===== src/rtl/edge_generator.sv =====
// Rebuilds a level waveform from single-cycle rise/fall/toggle requests.
// The waveform honours minimum high/low widths and has a one-deep pending slot.
module edge_generator #(
  parameter int unsigned MIN_HIGH = 4,
  parameter int unsigned MIN_LOW  = 4,
  parameter int unsigned CNT_W    = 8
) (
  input  logic clk,
  input  logic rst_n,
  input  logic rise_req,
  input  logic fall_req,
  input  logic tog_req,
  output logic level,
  output logic edge_o,
  output logic busy,
  output logic drop
);

  localparam logic [CNT_W-1:0] HIGH_LOAD = CNT_W'(MIN_HIGH - 1);
  localparam logic [CNT_W-1:0] LOW_LOAD  = CNT_W'(MIN_LOW - 1);

  // Illegal widths are rejected while elaborating.
  if (CNT_W < 1 || CNT_W > 32) begin : g_bad_cnt_w
    $error("edge_generator: CNT_W must be 1..32");
  end
  if (MIN_HIGH < 1 || longint'(MIN_HIGH) > (longint'(1) << CNT_W)) begin : g_bad_min_high
    $error("edge_generator: MIN_HIGH must be 1..2**CNT_W");
  end
  if (MIN_LOW < 1 || longint'(MIN_LOW) > (longint'(1) << CNT_W)) begin : g_bad_min_low
    $error("edge_generator: MIN_LOW must be 1..2**CNT_W");
  end

  logic             level_q, level_d;
  logic [CNT_W-1:0] cnt_q, cnt_d;
  logic             pend_q, pend_d;
  logic             edge_q, edge_d;
  logic             drop_q, drop_d;
  logic             busy_q;
  logic             conflict;
  logic             eff_cur;
  logic             eff_post;
  logic             flip;

  // Request decode and next-state selection.
  always_comb begin
    conflict = (rise_req & fall_req) | (rise_req & tog_req) | (fall_req & tog_req);
    // eff_post judges the request against the level after a pending flip.
    eff_cur  = ~conflict & (tog_req | (rise_req & ~level_q) | (fall_req & level_q));
    eff_post = ~conflict & (tog_req | (rise_req & level_q) | (fall_req & ~level_q));

    level_d = level_q;
    cnt_d   = cnt_q - CNT_W'(cnt_q != '0);
    pend_d  = pend_q;
    edge_d  = 1'b0;
    drop_d  = conflict;
    flip    = 1'b0;

    if (cnt_q != '0) begin
      if (eff_cur) begin
        if (!pend_q) pend_d = 1'b1;
        else         drop_d = 1'b1;
      end
    end else if (pend_q) begin
      flip   = 1'b1;
      pend_d = eff_post;
    end else if (eff_cur) begin
      flip = 1'b1;
    end

    if (flip) begin
      level_d = ~level_q;
      edge_d  = 1'b1;
      cnt_d   = level_q ? LOW_LOAD : HIGH_LOAD;
    end
  end

  always_ff @(posedge clk or negedge rst_n) begin
    if (!rst_n) begin
      level_q <= 1'b0;
      cnt_q   <= '0;
      pend_q  <= 1'b0;
      edge_q  <= 1'b0;
      drop_q  <= 1'b0;
      busy_q  <= 1'b0;
    end else begin
      level_q <= level_d;
      cnt_q   <= cnt_d;
      pend_q  <= pend_d;
      edge_q  <= edge_d;
      drop_q  <= drop_d;
      busy_q  <= (cnt_d != '0);
    end
  end

  assign level  = level_q;
  assign edge_o = edge_q;
  assign busy   = busy_q;
  assign drop   = drop_q;

endmodule


===== config.mk =====
export PLATFORM = sky130hd
export DESIGN_NAME = edge_generator
export DESIGN_NICKNAME = d
export VERILOG_FILES = /design/src/rtl/edge_generator.sv
export SDC_FILE = /design/constraint.sdc
export NUM_CORES = 1
export LEC_CHECK = 0
export BUFFER_PORTS_ARGS = -buffer_cell sky130_fd_sc_hd__buf_2
export CAP_MARGIN = 10
export CELL_PAD_IN_SITES_DETAIL_PLACEMENT = 2
export CELL_PAD_IN_SITES_GLOBAL_PLACEMENT = 2
export CORE_MARGIN = 1.5
export CORE_UTILIZATION = 37
export DETAILED_ROUTE_END_ITERATION = 7
export PLACE_DENSITY = 0.82
export SLEW_MARGIN = 30
export SYNTH_ARGS = -nofsm -noshare
export SYNTH_HDL_FRONTEND = slang
export SYNTH_SLANG_ARGS = --single-unit

===== constraint.sdc =====
create_clock -name clk -period 4.45 [get_ports clk]
set_input_delay 0.6675 -clock clk [delete_from_list [all_inputs] [get_ports clk]]
set_output_delay 0.6675 -clock clk [all_outputs]
set_load 0.02 [all_outputs]

# [After elaboration in Yosys (flattened, before gate mapping)]
# Index checks and enable logic that the tools add are counted.
[classes] n_addsub=1 mul=0 div=0 n_lt_le_gt_ge=0 eq_ne=1 shifts=0 muxes=11 bitwise_logic=17 reduce_logical=2
[ops] op="$reduce_bool 8->1" n=2
[ops] op="$mux 1" n=10
[ops] op="$and 1x1->1" n=9
[ops] op="$mux 8" n=1
[ops] op="$sub 8x1->8" n=1
[ops] op="$or 1x1->1" n=6
[ops] op="$ne 2x2->1 const B" n=1
[ops] op="$not 1->1" n=2
[word_totals] register_bits=13 latchBits=0 ram_bits=0 rom_bits=0 input_bits=5 output_inout_bits=4 wordCells=38 memories=0

# [Longest topological paths before layout]
# Gate-level depths: netlist of run 1.
[logic_depth] word_depth=10 mapped_depth=8 depth_no_buf=8

# [Least setup slack after synthesis of run 1]
# OpenSTA, ideal clock, no wires.
[synth_timing] path_type="register to register" startpoint="register cnt_q[1]" endpoint="register busy_q (netlist: busy)" setup_time_ps=136 t_arrival_ps=2012 t_required_ps=4314 path_slack_ps=2301 path_stages_with_launch=8 n_path_buf=0 period_less_slack_ps=2149 cell_sequence="dfrtp_1 nor4_2 nand2_4 ha_1 ha_1 xnor2_1 nand4_1 or3b_2"
[synth_between] elab_chain_len=4 word_cells_on_any_way=5 cone_classes="1 x add/sub; 2 x mux; 2 x reduce/logical"
[synth_rtl] element="start, declared" line="34" text="logic [CNT_W-1:0] cnt_q, cnt_d;"
[synth_rtl] element="start signal, assigned" line="87" text="cnt_q <= cnt_d;"
[synth_rtl] element="$reduce_bool 8->1" line="52, 58"
[synth_rtl] element="$sub 8x1->8 or $mux 1 (tied branches)" line="52, 58"
[synth_rtl] element="$mux 8 *" line="70" text="if (flip) begin"
[synth_rtl] element="$reduce_bool 8->1 *" line="91" text="busy_q <= (cnt_d != '0);"
[synth_rtl] element="end signal, assigned" line="91"
[synth_rtl] element="end, declared" line="38" text="logic busy_q;"
# Every way passes the cells marked *; elsewhere a longest branch is shown, timed or not.
# A chain may end at the register's enable or synchronous reset.

# [Worst setup path in the final report of run 1]
# Same ends and word-level chain as after synthesis.

==> results by stage, run 1 <==
Floorplanning:
- In this run the vertical extent of the chip is 46.6 um.
- The total I/O pin count is 9.
- The die is 46.6 um wide.
- The standard-cell row count is 15.
- Once the floorplan was initialized, standard cells occupied 39.9% of the core.
- The core box area is 0.00176 mm^2.
- The floorplan step defined a die boundary enclosing 0.00217 mm^2.

Drt:
- For this run, design rule violations remaining after detail routing come to 0.
- The DRC marker count from the first detailed-route iteration is 3.
- The overall routed net length is 1.51 mm.
- The count of vias placed by the detailed router is 540.
- The wire length per cell after detailed routing is 14.8 um.
- The detailed-router iteration count before antenna repair is 4.
- The detail route stage leaves a number of antenna-violating nets equal to 0.
- Dividing the detail-routed via count by the number of cells gives 5.29.

Final layout:
- The library cells used most frequently in the layout, excluding fill and tap cells, are 13 x sky130_fd_sc_hd__dfrtp_1, 12 x sky130_fd_sc_hd__nor2_1, 8 x sky130_fd_sc_hd__buf_2, 5 x sky130_fd_sc_hd__xnor2_1.
- The core occupancy in the finished layout is 44.6%.
- The fraction of layout instances using a drive strength above 1 is 22.1%.
- The area overhead of the layout relative to synthesis is 11.9%.
- Across the whole layout, storage elements account for 325 um^2.
- The number of nets in the final layout is 86.
- After filler insertion, the fill cell instance count of the layout stands at 218.
- The antenna diode count is 0.
- The multi-input combinational cells in the finished layout cover a total of 352 um^2.
- The most common cell after layout, fill and taps aside is sky130_fd_sc_hd__dfrtp_1.
- The final design instance area without fill is 787 um^2.

STA:
- Setup violations remaining at the end of the flow were counted as 0.
- For the pin with the worst max-slew slack, the measured transition is 0.576 ns.
- The count of pins over their slew limit is 0.
- The count of endpoints failing hold in the final timing report was 0.
- Of the available clock period, the critical path in the final layout requires 53.1%.
- Setup repair after global routing left no endpoint under its margin.
- The peak clock frequency supported by timing is 0.423 GHz.
- Headroom to the max-slew limit came out at 61.5%.
- The clock arrives with 0.00330 ns of skew.
- The aggregate negative setup slack is 0 ns.
- For the finished layout, the period the worst path requires is 2.36 ns.

Setup path:
- The worst setup path is launched from a register.
- The endpoint required time on the critical path is 4.62 ns.
- In this run the worst path has a maximum fanout of 8.
- The worst setup path is captured at a register.
- At the worst endpoint, the arrival time is 2.53 ns.
- The setup path with the least slack is of type reg2reg.

Logic synthesis:
- By area, the combinational part of the netlist is dominated by simple AND/OR/NAND/NOR gates.
- Summing the areas of all fa, ha and maj instances in the mapped netlist gives 5.34% of the synthesized area.
- The parity-gate share of the synthesized area counting xor and xnor cells is 8.72%.
- The post-synthesis cell count is 67.
- The post-synthesis sequential element count is 13.
- The post-synth net total is 75.
- In the synthesized netlist the dominant register cell turns out to be sky130_fd_sc_hd__dfrtp_1.
- The number of distinct library cell variants in the gate-level netlist after synthesis is 27.
- Ranked by total cell area, the synthesized netlist is headed by sky130_fd_sc_hd__dfrtp_1 46%, sky130_fd_sc_hd__nor2_1 6.4%, sky130_fd_sc_hd__xnor2_1 6.2%.
- The top cell type by total area after synthesis is sky130_fd_sc_hd__dfrtp_1.
- The proportion of netlist area held by the largest area contributor is 46.3%.
- Summing the sequential cell areas from Yosys gives 46.3% of the chip area.
- The Yosys step of the flow raised 0 warnings.
- The share of flip-flops with an asynchronous set or reset is 100%.
- The post-synthesis cell area is 703 um^2.
- The synthesized netlist devotes 9.43% of its cell area to compound gates.
- The area share of and/or/nand/nor cells after synthesis is 26.5%.
- A synthesized cell averages 10.5 um^2.
- The multiplexer share of the synthesized area is 0%.
- In this run, synthesis inferred 0 flip-flops with an integrated enable.

Clocking:
- The buffer cell driving the clock tree root is sky130_fd_sc_hd__clkbuf_4.
- The source-to-sink clock delay at the later pin of the worst-skew pair is 0.29 ns.
- The number of H-tree levels is 1.
- Once the clock tree was built, the resizer swapped 0 gates to a different size.
- In this run, post-CTS hold repair placed 0 buffers.
- For this design, the sink count on the clock tree is 13.
- The CTS tree is done.
- The clock passes through at most 2 buffers.
- Clock-pin slew was measured on the worst setup and hold paths at 0.09 ns.
- Clock tree synthesis inserted a total of 3 buffers.
- The buffer count from post-CTS setup fixing is 0.

Pwr:
- The cell area power density is 592 mW/mm^2.
- The analysis attributes to cell leakage a power of 0.321 nW.
- VDD sags by at most 0.283 mV.

Placement:
- The cell area after placement is 759 um^2.
- The wire-length estimate of the detail-placed layout is 1.15 mm.
- The congestion estimate from routability-driven global placement came to 0.804.
- Buffers placed on the I/O ports in this run total 8.

GRT:
- The maximum number of pins on one net before global-route repair is 14.
- The global-route usage over all layers is 17.4%.
- For this run the aggregate overflow at the end of global routing stands at 0.
- The number of global-route vias before repair is 533.
- The number of antenna violations at the first check in global routing is 0.
- The global-route wire length before repair is 2.53 mm.

Run status:
- The run finished with clean final reports.

Flow run:
- Max-cap violations in this run came to 0.

Min path:
- The min-delay analysis places its worst path in the category in2async.
## flip-flops by register name (all words and copies together), names as in the netlist
name and flops:
edge_o 1, busy 1, pend_q 1, level 1, drop 1, cnt_q 8
## final timing paths
path	startpoint	slack (ns)	end	depth (start not counted)
max	cnt_q[1]	2.09	busy	7
min	rst_n	0.25	drop	1
max reg2reg	cnt_q[1]	2.09	busy	7
min reg2reg	cnt_q[7]	0.62	cnt_q[7]	2
max in group asynchronous	rst_n	3.98	cnt_q[3]	1
min in group clk	cnt_q[7]	0.62	cnt_q[7]	2
## per-layer routing
layer / up-vias / GRT usage (%) / wire, um / share of wire [%]
li1: 255 / - / - / -
met1: 272 / 22.4 / 714 / 47
met2: 8 / 26.7 / 732 / 49
met3: 5 / 4.71 / 28 / 1.9
met4: 0 / 8.57 / 30 / 2.0
met5: - / 0 / 0 / 0
## synth_stat cells, types with 2 or more instances
library cell	number
sky130_fd_sc_hd__dfrtp_1	13
sky130_fd_sc_hd__nor2_1	12
sky130_fd_sc_hd__xnor2_1	5
sky130_fd_sc_hd__ha_1	3
sky130_fd_sc_hd__inv_1	3
sky130_fd_sc_hd__nand2_1	3
sky130_fd_sc_hd__nand2b_1	3
sky130_fd_sc_hd__nand3_1	3
sky130_fd_sc_hd__a31oi_1	2
sky130_fd_sc_hd__nor4_1	2
sky130_fd_sc_hd__xor2_1	2
## metrics by stage
stage / hold WS, ns / instances / power (mW) / setup slack [ns]
CTS: 0.251 / 102 / 0.473 / 2.08
detailed placement: 0.569 / 98 / 0.392 / 2.10
floorplan: 0.372 / 67 / 0.344 / 2.30
finish: 0.247 / 102 / 0.466 / 2.09
global placement: 0.571 / 98 / 0.384 / 2.13
global route: 0.259 / 102 / 0.501 / 1.93
## cells by family (layout without fill, tap and decap cells)
group | after synthesis | in the layout
and+or+nand+nor | 31 | 31
xor gates and xnor gates | 7 | 7
AOI/OAI and AO/OA | 8 | 8
DFF | 13 | 13
adders and majority gates | 3 | 3
buffers and inverters | 5 | 15
## cell type report
class                      count  area share [%]
tap                           25            3.97
clock buffer                   3            2.86
timing repair buffer           8            5.09
inverter                       3            1.43
clock inverter                 1           0.636
sequential                    13            41.3
multi-input combinational     49            44.7
## where the power goes
part           switching, mW  leakage, nW  internal (mW)
clock                 0.0440       0.0177         0.0334
combinational         0.0873        0.157         0.0756
sequential            0.0640        0.146          0.162
total                  0.195        0.321          0.271
## worst max-delay path, stage by stage, from the launching register on
cell,delay [ns]
sky130_fd_sc_hd__dfrtp_1,0.43
sky130_fd_sc_hd__nor4_2,0.50
sky130_fd_sc_hd__nand2_4,0.15
sky130_fd_sc_hd__ha_1,0.21
sky130_fd_sc_hd__ha_1,0.21
sky130_fd_sc_hd__xnor2_1,0.20
sky130_fd_sc_hd__nand4_1,0.11
sky130_fd_sc_hd__or3b_2,0.44
Power figures use the tool's default switching activity.
==> run 2, diff against run 1 <==
- ABC_AREA: unset -> 1
- CORE_UTILIZATION: 37 -> 32
- PLACE_DENSITY: 0.82 -> 0.77
- clock period: 4.45 -> 2.26 ns (I/O delays scaled with it)
==> run 2 against run 1 <==
Clock-buffer cell count increased by 1. Clock power increased by 94%. Non-clock buffer count increased by 3. Worst setup slack got worse by 1.9 ns. Global-route usage decreased by 0.24 points. Via count increased by 14%. Die area increased by 21%. Final area increased by 13%. Cell count increased by 30%. Maximum frequency increased by 16%. Critical endpoint unchanged.
==> results by stage, run 2 <==
Run status:
- The run finished with clean final reports.

Logic synthesis:
- The number of nets in the synthesized netlist is 98.
- The proportion of netlist area held by the largest area contributor is 43.6%.
- Of the total synthesized cell area, the portion taken by AND, OR, NAND and NOR gates is 33.9%.
- Summing the areas of all compound-gate instances in the mapped netlist gives 5.37% of the synthesized area.
- After Yosys synthesis, full adders, half adders and majority gates account for 5.03% of the synthesized area.
- By area the synthesized netlist is led by sky130_fd_sc_hd__dfrtp_1 44%, sky130_fd_sc_hd__nand2_1 12%, sky130_fd_sc_hd__inv_1 8.1%.
- The post-synthesis cell area is 746 um^2.
- Sequential cells were found to cover 43.6% of the synthesized design area.
- The warning count from the yosys run is 0.
- The multiplexer share of the synthesized area is 0%.
- The largest total area in the synthesized netlist belongs to sky130_fd_sc_hd__dfrtp_1.
- Summing the areas of all xor and xnor instances in the mapped netlist gives 3.52% of the synthesized area.
- The post-synthesis sequential element count is 13.
- Averaged over all synthesized cells, the footprint is 8.29 um^2.
- The dominant combinational cell family by area after synthesis is simple AND/OR/NAND/NOR gates.
- In this run, synthesis inferred 0 flip-flops with an integrated enable.
- The most frequent cell after synthesis is sky130_fd_sc_hd__nand2_1.
- After synthesis, the most frequently instantiated cells are 23 x sky130_fd_sc_hd__nand2_1, 16 x sky130_fd_sc_hd__inv_1, 13 x sky130_fd_sc_hd__dfrtp_1.
- Counting flops with an async set or reset pin after synthesis yields a share of 100%.
- In the synthesized netlist the dominant register cell turns out to be sky130_fd_sc_hd__dfrtp_1.
- The number of distinct library cell variants in the gate-level netlist after synthesis is 21.
- The post-synthesis cell count is 90.

Flow run:
- The max-capacitance violation count is 0.

Setup path:
- The worst-case register-to-register setup slack is 0.22 ns.
- The number of cells on the worst reg-to-reg path is 12.
- STA classifies the critical path startpoint as a register.
- The capture instance of the worst register-to-register path is busy.
- The type of the setup path with the least slack is reg2reg.
- The startpoint of the lowest-slack register-to-register path is cnt_q[2].
- The endpoint required time on the critical path is 2.44 ns.
- The worst setup path is captured at a register.
- The arrival time of the worst setup path is 2.22 ns.
- In this run the worst path has a maximum fanout of 4.

Clocking:
- The number of CTS-inserted buffers is 3.
- The buffer depth of the longest clock path is 2.
- Clock tree synthesis found a total of 13 sinks.
- Clock latency on the worst-skew pair, taken at its later pin, is 0.28 ns.
- In this run the number of H-tree levels came out at 1.
- The CTS clock-pin slew for the worst setup and hold paths is 0.08 ns.
- The CTS tree is done.
- The tree is rooted in a sky130_fd_sc_hd__clkbuf_4.

Floorplanning:
- For this configuration, the core starts out at a cell density of 33.7%.
- The total I/O pin count is 9.
- The die extent in x is 51.3 um.
- The full die area is 0.00263 mm^2.
- The standard-cell row count is 17.
- The chip height is 51.3 um.
- The total area inside the core boundary comes to 0.00221 mm^2.

GRT:
- Entering global routing, the biggest net connects 14 pins.
- The number of global-route vias before repair is 699.
- The number of antenna violations at the first check in global routing came to 0.
- After global routing the overflow that remains totals 0.
- The global-route wire length before repair is 3.25 mm.
- For this run, the total global-route usage over all layers was measured as 17.2%.

STA:
- Setup repair after global routing left no endpoint under its margin.
- The count of pins over their slew limit is 0.
- The routed design could run at a clock period as short as 2.04 ns.
- The final hold slack is 0.467 ns.
- The final critical path takes up 90.2% of the cycle.
- The transition time of the tightest slew-check pin is 0.307 ns.
- The count of endpoints failing hold in the final timing report is 0.
- The relative max-transition margin is 79.6%.
- The peak clock frequency supported by timing is 0.490 GHz.
- The count of final setup violators is 0.
- Between clock sinks in the finished design, the worst skew comes to 0.00112 ns.
- The aggregate negative setup slack is 0 ns.

Final layout:
- The flip-flop count of the largest register, all copies and words added is 8.
- The number of fill cells is 264.
- The register with the most flip-flops in the final layout is cnt_q.
- In the final design database the tool counted 114 nets.
- The top cell types in the final layout, fill and taps aside, are 23 x sky130_fd_sc_hd__nand2_1, 16 x sky130_fd_sc_hd__inv_1, 12 x sky130_fd_sc_hd__dfrtp_1, 8 x sky130_fd_sc_hd__buf_2, 7 x sky130_fd_sc_hd__nor2_1.
- Leaving out fill and tap cells, the most frequent cell in the layout is sky130_fd_sc_hd__nand2_1.
- In the final layout, the share of cells above drive strength 1 is 26.7%.
- The antenna diode count is 0.
- From synthesis to final layout, the design area changed by 19.5%.

Placement:
- At the end of routability-driven placement, the weighted congestion stood at 0.757.
- During placement, the flow inserted port buffers numbering 8.
- The wire-length estimate of the detail-placed layout is 1.42 mm.

Pwr:
- The cell-internal power is 0.311 mW.
- The share of total power in sequential cells is 57.3%.
- The relative contribution of the clock network to total power is 36.7%.
- Dividing total power by cell area gives a power density of 459 mW/mm^2.
- Combinational logic burns 6.0% of the power.
- The maximum ir drop on the vdd rail is 0.266 mV.
- The analysis attributes to cell leakage a power of 0.465 nW.
- The net load switching power is 0.0976 mW.
- Net switching is 23.9% of the power.

Drt:
- Dividing the detail-routed wire length by the instance count gives 13.9 um.
- After detailed routing, the number of vias per cell comes to 4.63.
- The routed layout has 616 vias.
- The post-route antenna net violation count is 0.
- The first detailed-routing pass ran for 2 iterations.
- For this block, the initial DRC count from the detailed router was 5.
- After detailed routing, the number of remaining DRC violations is 0.
- Wires add up to 1.85 mm.

Min path:
- In this run the worst hold path is classified as in2async.
==> run 2: cell count changes after synthesis, moves of 3 or more <==
| cell | before | now |
|---|---|---|
| sky130_fd_sc_hd__nand2b_1 | 3 | 0 |
| sky130_fd_sc_hd__nand3_1 | 3 | 6 |
| sky130_fd_sc_hd__inv_1 | 3 | 16 |
| sky130_fd_sc_hd__xnor2_1 | 5 | 1 |
| sky130_fd_sc_hd__nand4_1 | 1 | 4 |
| sky130_fd_sc_hd__nor2_1 | 12 | 7 |
| sky130_fd_sc_hd__nand2_1 | 3 | 23 |
==> run 2: worst max-delay path by stage <==
stage,from,endpoint,slack [ns]
finish,cnt_q[2],busy,0.22
global route,cnt_q[0],busy,0.05
CTS,cnt_q[2],busy,0.02
detailed placement,cnt_q[3],busy,0.08
global placement,cnt_q[2],busy,0.18
floorplan,cnt_q[3],busy,0.34
==> run 2: through the flow <==
stage          setup WS, ns  utilization, %  instances  power [mW]  cell area [um^2]
4_1_cts              0.0175            38.7        131       0.414               857
5_1_grt              0.0469            40.3        133       0.426               891
6_report              0.221            40.3        133       0.409               891
2_1_floorplan         0.342               -         90       0.250               746
3_3_place_gp          0.180            37.1        126       0.262               821
3_5_place_dp         0.0807            37.1        126       0.263               821
==> run 2: area by class of cell <==
class	instances	area (um^2)	area share, %
tap	28	35.0	3.93
inverter	17	63.8	7.16
clock buffer	4	26.3	2.95
timing repair buffer	11	65.1	7.30
multi-input combinational	60	374	42.0
sequential	13	327	36.7
==> run 2: cells by family (layout without fill, tap and decap cells) <==
kind of cell / after synthesis / count (layout)
compound gates: 6 / 6
buf+inv: 17 / 32
simple gates: 48 / 48
xor+xnor: 3 / 3
fa+ha+maj: 3 / 3
flops: 13 / 13
==> run 2: critical path: stages (launching register included) <==
cell and delay, ns:
sky130_fd_sc_hd__dfrtp_2 0.45, sky130_fd_sc_hd__inv_1 0.07, sky130_fd_sc_hd__nand4_1 0.19, sky130_fd_sc_hd__nor2_8 0.17, sky130_fd_sc_hd__inv_1 0.08, sky130_fd_sc_hd__ha_1 0.18
sky130_fd_sc_hd__ha_2 0.20, sky130_fd_sc_hd__xnor2_2 0.16, sky130_fd_sc_hd__nand2_1 0.07, sky130_fd_sc_hd__nor2_1 0.11, sky130_fd_sc_hd__nand2_1 0.07, sky130_fd_sc_hd__nor2_1 0.11
sky130_fd_sc_hd__nand2_1 0.06
==> run 2: repair_timing <==
action / in CTS / in global routing
hold endpoints to repair: 13 / 0
hold buffers: 1 / 0
resized for setup: 0 / 4
setup buffers: 0 / 2
setup endpoints to repair: 0 / 1
==> run 2: power groups by stage <==
stage / logic [mW] / clock network (mW) / registers, mW
floorplan: 0.00816 / 0 / 0.241
global placement: 0.0234 / 0 / 0.239
detailed placement: 0.0242 / 0 / 0.239
CTS: 0.0255 / 0.154 / 0.234
global route: 0.0285 / 0.163 / 0.235
finish: 0.0245 / 0.150 / 0.234
==> run 2: routing by layer <==
metal  GRT usage [%]  up-vias  wire length [um]
li1                -      308                 -
met1            23.5      298               879
met2            26.6        7               907
met3            3.51        3                42
met4            6.58        0                23
met5               0        -                 0
==> run 3, diff against run 2 <==
- CORE_UTILIZATION: 32 -> 35
- CTS_BUF_LIST: unset -> sky130_fd_sc_hd__clkbuf_8
- CTS_CLUSTER_DIAMETER: unset -> 120
- PLACE_DENSITY: 0.77 -> 0.83
- clock period: 2.26 -> 1.9 ns (I/O delays scaled with it)
==> run 3 against run 2 <==
The run now ends with negative setup slack left. Worst setup slack lost 0.25 ns. Clock-buffer cell count is 1 lower. Clock skew is 0.0019 ns higher. Final area is 13% higher. First-iteration DRC count decreased by 60%. Critical endpoint unchanged. Largest cell class unchanged.
==> results by stage, run 3 (synthesis results as in run 2) <==
Final layout:
- The area overhead of the layout relative to synthesis is 35.4%.
- The library cells used most frequently in the layout, excluding fill and tap cells, are 23 x sky130_fd_sc_hd__nand2_1, 14 x sky130_fd_sc_hd__inv_1, 13 x sky130_fd_sc_hd__dfrtp_1, 12 x sky130_fd_sc_hd__buf_4, 8 x sky130_fd_sc_hd__buf_2.
- The most common cell after layout, fill and taps aside is sky130_fd_sc_hd__nand2_1.
- The fraction of layout instances using a drive strength above 1 is 36.5%.
- The number of nets in the final layout is 124.
- The antenna diode count is 0.
- The final design instance area without fill is 0.00101 mm^2.
- The register with the most flip-flops in the layout has 8 of them.
- Cells fill 50.9% of the core in the end.
- More flip-flops sit in one register than any other, and that register is cnt_q.
- The finished layout holds 142 standard cells, fillers aside.

Setup path:
- The worst setup path is launched from a register.
- The type of the setup path with the least slack is reg2reg.
- For this run, the slowest stage of the critical path takes 0.40 ns.
- By instance count, the cell type seen most on the critical path is sky130_fd_sc_hd__nand2_1.
- The worst register-to-register path ends at busy.
- The critical path capture point type is a register.
- At the worst endpoint, the required time is 2.03 ns.
- In this run the critical register-to-register path is launched from cnt_q[1].
- In this run the worst path has a maximum fanout of 4.
- The signal on the critical path passes through inv_2 -> nand4_1 -> nor2_8 -> inv_4 -> ha_4 -> ha_4 -> xnor2_2 -> nand2_1 -> nor2_1 -> nand2_1 -> nor2_1 -> nand2_1.
- Data arrives at the worst endpoint at 2.06 ns.
- The cell depth of the worst flop-to-flop path is 12.
- The cell at the slowest stage of the critical path is sky130_fd_sc_hd__dfrtp_1.
- In this run the register-to-register setup slack is -0.03 ns.

GRT:
- The first global-routing pass estimated 3.88 mm of wire.
- The number of global-route vias before repair is 767.
- The maximum number of pins on one net before global-route repair is 14.
- For this run the aggregate overflow at the end of global routing stands at 0.
- The global-route usage over all layers is 22.3%.
- The number of antenna violations at the first check in global routing is 0.

Drt:
- For this block, the via count after detailed routing is 660.
- The final layout contains routed wiring with a total length of 2.25 mm.
- The number of DRC violations after detailed routing is 0.
- The wire length per cell after detailed routing is 15.8 um.
- The detail route stage leaves a number of antenna-violating nets equal to 0.
- In the routed layout, each cell is associated on average with a via count of 4.65.
- In this run, the number of DRC markers left after iteration 0 of detailed routing was 2.
- The first detailed-routing pass took 2 iterations.

Placement:
- Port buffering added 8 buffers.
- Detailed placement finished with a half-perimeter wire length of 1.82 mm.
- Routability-driven placement finished with a final weighted congestion of 0.779.
- The cell count after placement is 135.
- The cell area after placement is 917 um^2.
- The worst-case setup slack after placement is -0.116 ns.

Floorplanning:
- Once the floorplan was initialized, standard cells occupied 37.6% of the core.
- The floorplan step defined a core boundary enclosing 0.00198 mm^2.
- For this design the top-level I/O count stands at 9.
- The floorplan has 16 rows.
- The full die area is 0.00242 mm^2.
- The die extent in x is 49.2 um.
- The chip height is 49.2 um.

Pwr:
- For this design the static power due to leakage is 0.524 nW.
- The maximum ir drop on the vdd rail is 0.496 mV.
- The share of total power dissipated in combinational logic is 5.1%.
- The share of total power in sequential cells is 50.0%.
- The share of total power dissipated in the clock network is 44.8%.
- The switching fraction of total power is 22.6%.
- The cell area power density is 553 mW/mm^2.
- Summed over all nets, the switching power comes to 0.126 mW.
- The cell-internal power is 0.432 mW.

STA:
- At the pin with the least slew margin, the transition time is 0.314 ns.
- The count of final setup violators is 1.
- Setup repair after global routing could not meet its margin everywhere.
- In the final timing run, aggregate negative setup slack is -0.0328 ns.
- The peak clock frequency supported by timing is 0.517 GHz.
- Of the available clock period, the critical path in the final layout requires 102%.
- For the final database, setup skew stands at 0.00302 ns.
- The count of pins over their slew limit was 0.
- The count of endpoints failing hold in the final timing report is 0.
- The post-route worst setup slack is -0.0328 ns.
- Headroom to the max-slew limit came out at 79.1%.
- The routed design could run at a clock period as short as 1.93 ns.

Clocking:
- For the worst-skew pair, the clock arrives at the later sink with an insertion delay of 0.25 ns.
- The buffer cell driving the clock tree root is sky130_fd_sc_hd__clkbuf_8.
- Clock-pin slew was measured on the worst setup and hold paths at 0.06 ns.
- TritonCTS built the clock tree.
- No sink is reached through more buffers than the 2 on the longest clock path.
- The number of sinks on the clock net is 13.
- The number of CTS-inserted buffers is 3.
- The number of H-tree levels is 1.

Run status:
- The checks that failed: negative setup slack.
- The run finished, with violations left.

Flow run:
- The max-capacitance violation count is 0.

Min path:
- The worst hold path belongs to the class in2reg.
- The worst hold path passes through 5 cells.
- The worst hold path begins at fall_req.
- For hold timing, the worst endpoint is drop.
-- run 3: cell types whose count changed in the layout (fill, tap and decap cells not counted), moves of 2 or more --
cell,previous run,this run
sky130_fd_sc_hd__buf_4,2,12
sky130_fd_sc_hd__clkbuf_4,3,0
sky130_fd_sc_hd__clkbuf_8,0,3
sky130_fd_sc_hd__ha_1,2,0
sky130_fd_sc_hd__ha_4,0,2
sky130_fd_sc_hd__inv_1,16,14
sky130_fd_sc_hd__inv_2,1,3
-- run 3: what timing repair did --
action | CTS | global route
hold buffers | 1 | 0
resized for setup | 4 | 2
buffers inserted | 2 | 0
pin swaps | 4 | 0
gates cloned | 0 | 0
endpoints found under the setup margin | 1 | 1
hold endpoints to repair | 13 | 0
-- run 3: through the flow --
step | total power [mW] | hold slack, ns
global route | 0.581 | 0.457
CTS | 0.565 | 0.413
detailed placement | 0.312 | 0.196
global placement | 0.311 | 0.186
finish | 0.558 | 0.415
floorplan | 0.297 | -0.0106
-- run 3: worst max-delay path by stage --
stage | endpoint | depth (start not counted) | start | slack [ns]
6_report | busy | 12 | cnt_q[1] | -0.03
5_1_grt | busy | 12 | cnt_q[1] | -0.19
4_1_cts | busy | 11 | cnt_q[1] | 0.0009
3_5_place_dp | busy | 12 | cnt_q[7] | -0.12
3_3_place_gp | busy | 11 | cnt_q[1] | 0.01
2_1_floorplan | busy | 12 | cnt_q[1] | 0.02
-- run 3: worst max-delay path, delay by kind of cell (launching register included) --
kind / cells / cell delay (ns)
and+or+nand+nor: 7 / 0.81
DFF: 1 / 0.40
adders and majority gates: 2 / 0.33
xor gates and xnor gates: 1 / 0.15
buffers and inverters: 2 / 0.12
-- run 3: final cells by class --
class                           instances  area [um^2]
Clock inverter                          1         3.75
Fill cell                             216          972
Sequential cell                        13          325
Tap cell                               27         33.8
Multi-Input combinational cell         60          399
Clock buffer                            3         41.3
Timing Repair Buffer                   21          140
Inverter                               17         66.3
-- run 3: metal layers --
metal / vias up / wire [um] / global-route usage, %
met5: - / 0 / 0
met4: 0 / 36 / 8.57
met3: 4 / 46 / 4.60
met2: 7 / 1170 / 38.1
met1: 318 / 997 / 27.3
li1: 331 / - / -
-- run 3: power groups by stage --
| stage | Combinational, mW | Sequential [mW] | Clock (mW) |
|---|---|---|---|
| CTS | 0.0294 | 0.279 | 0.256 |
| finish | 0.0286 | 0.279 | 0.250 |
| detailed placement | 0.0278 | 0.284 | 0 |
| floorplan | 0.00970 | 0.287 | 0 |
| global route | 0.0331 | 0.279 | 0.268 |
| global placement | 0.0265 | 0.284 | 0 |
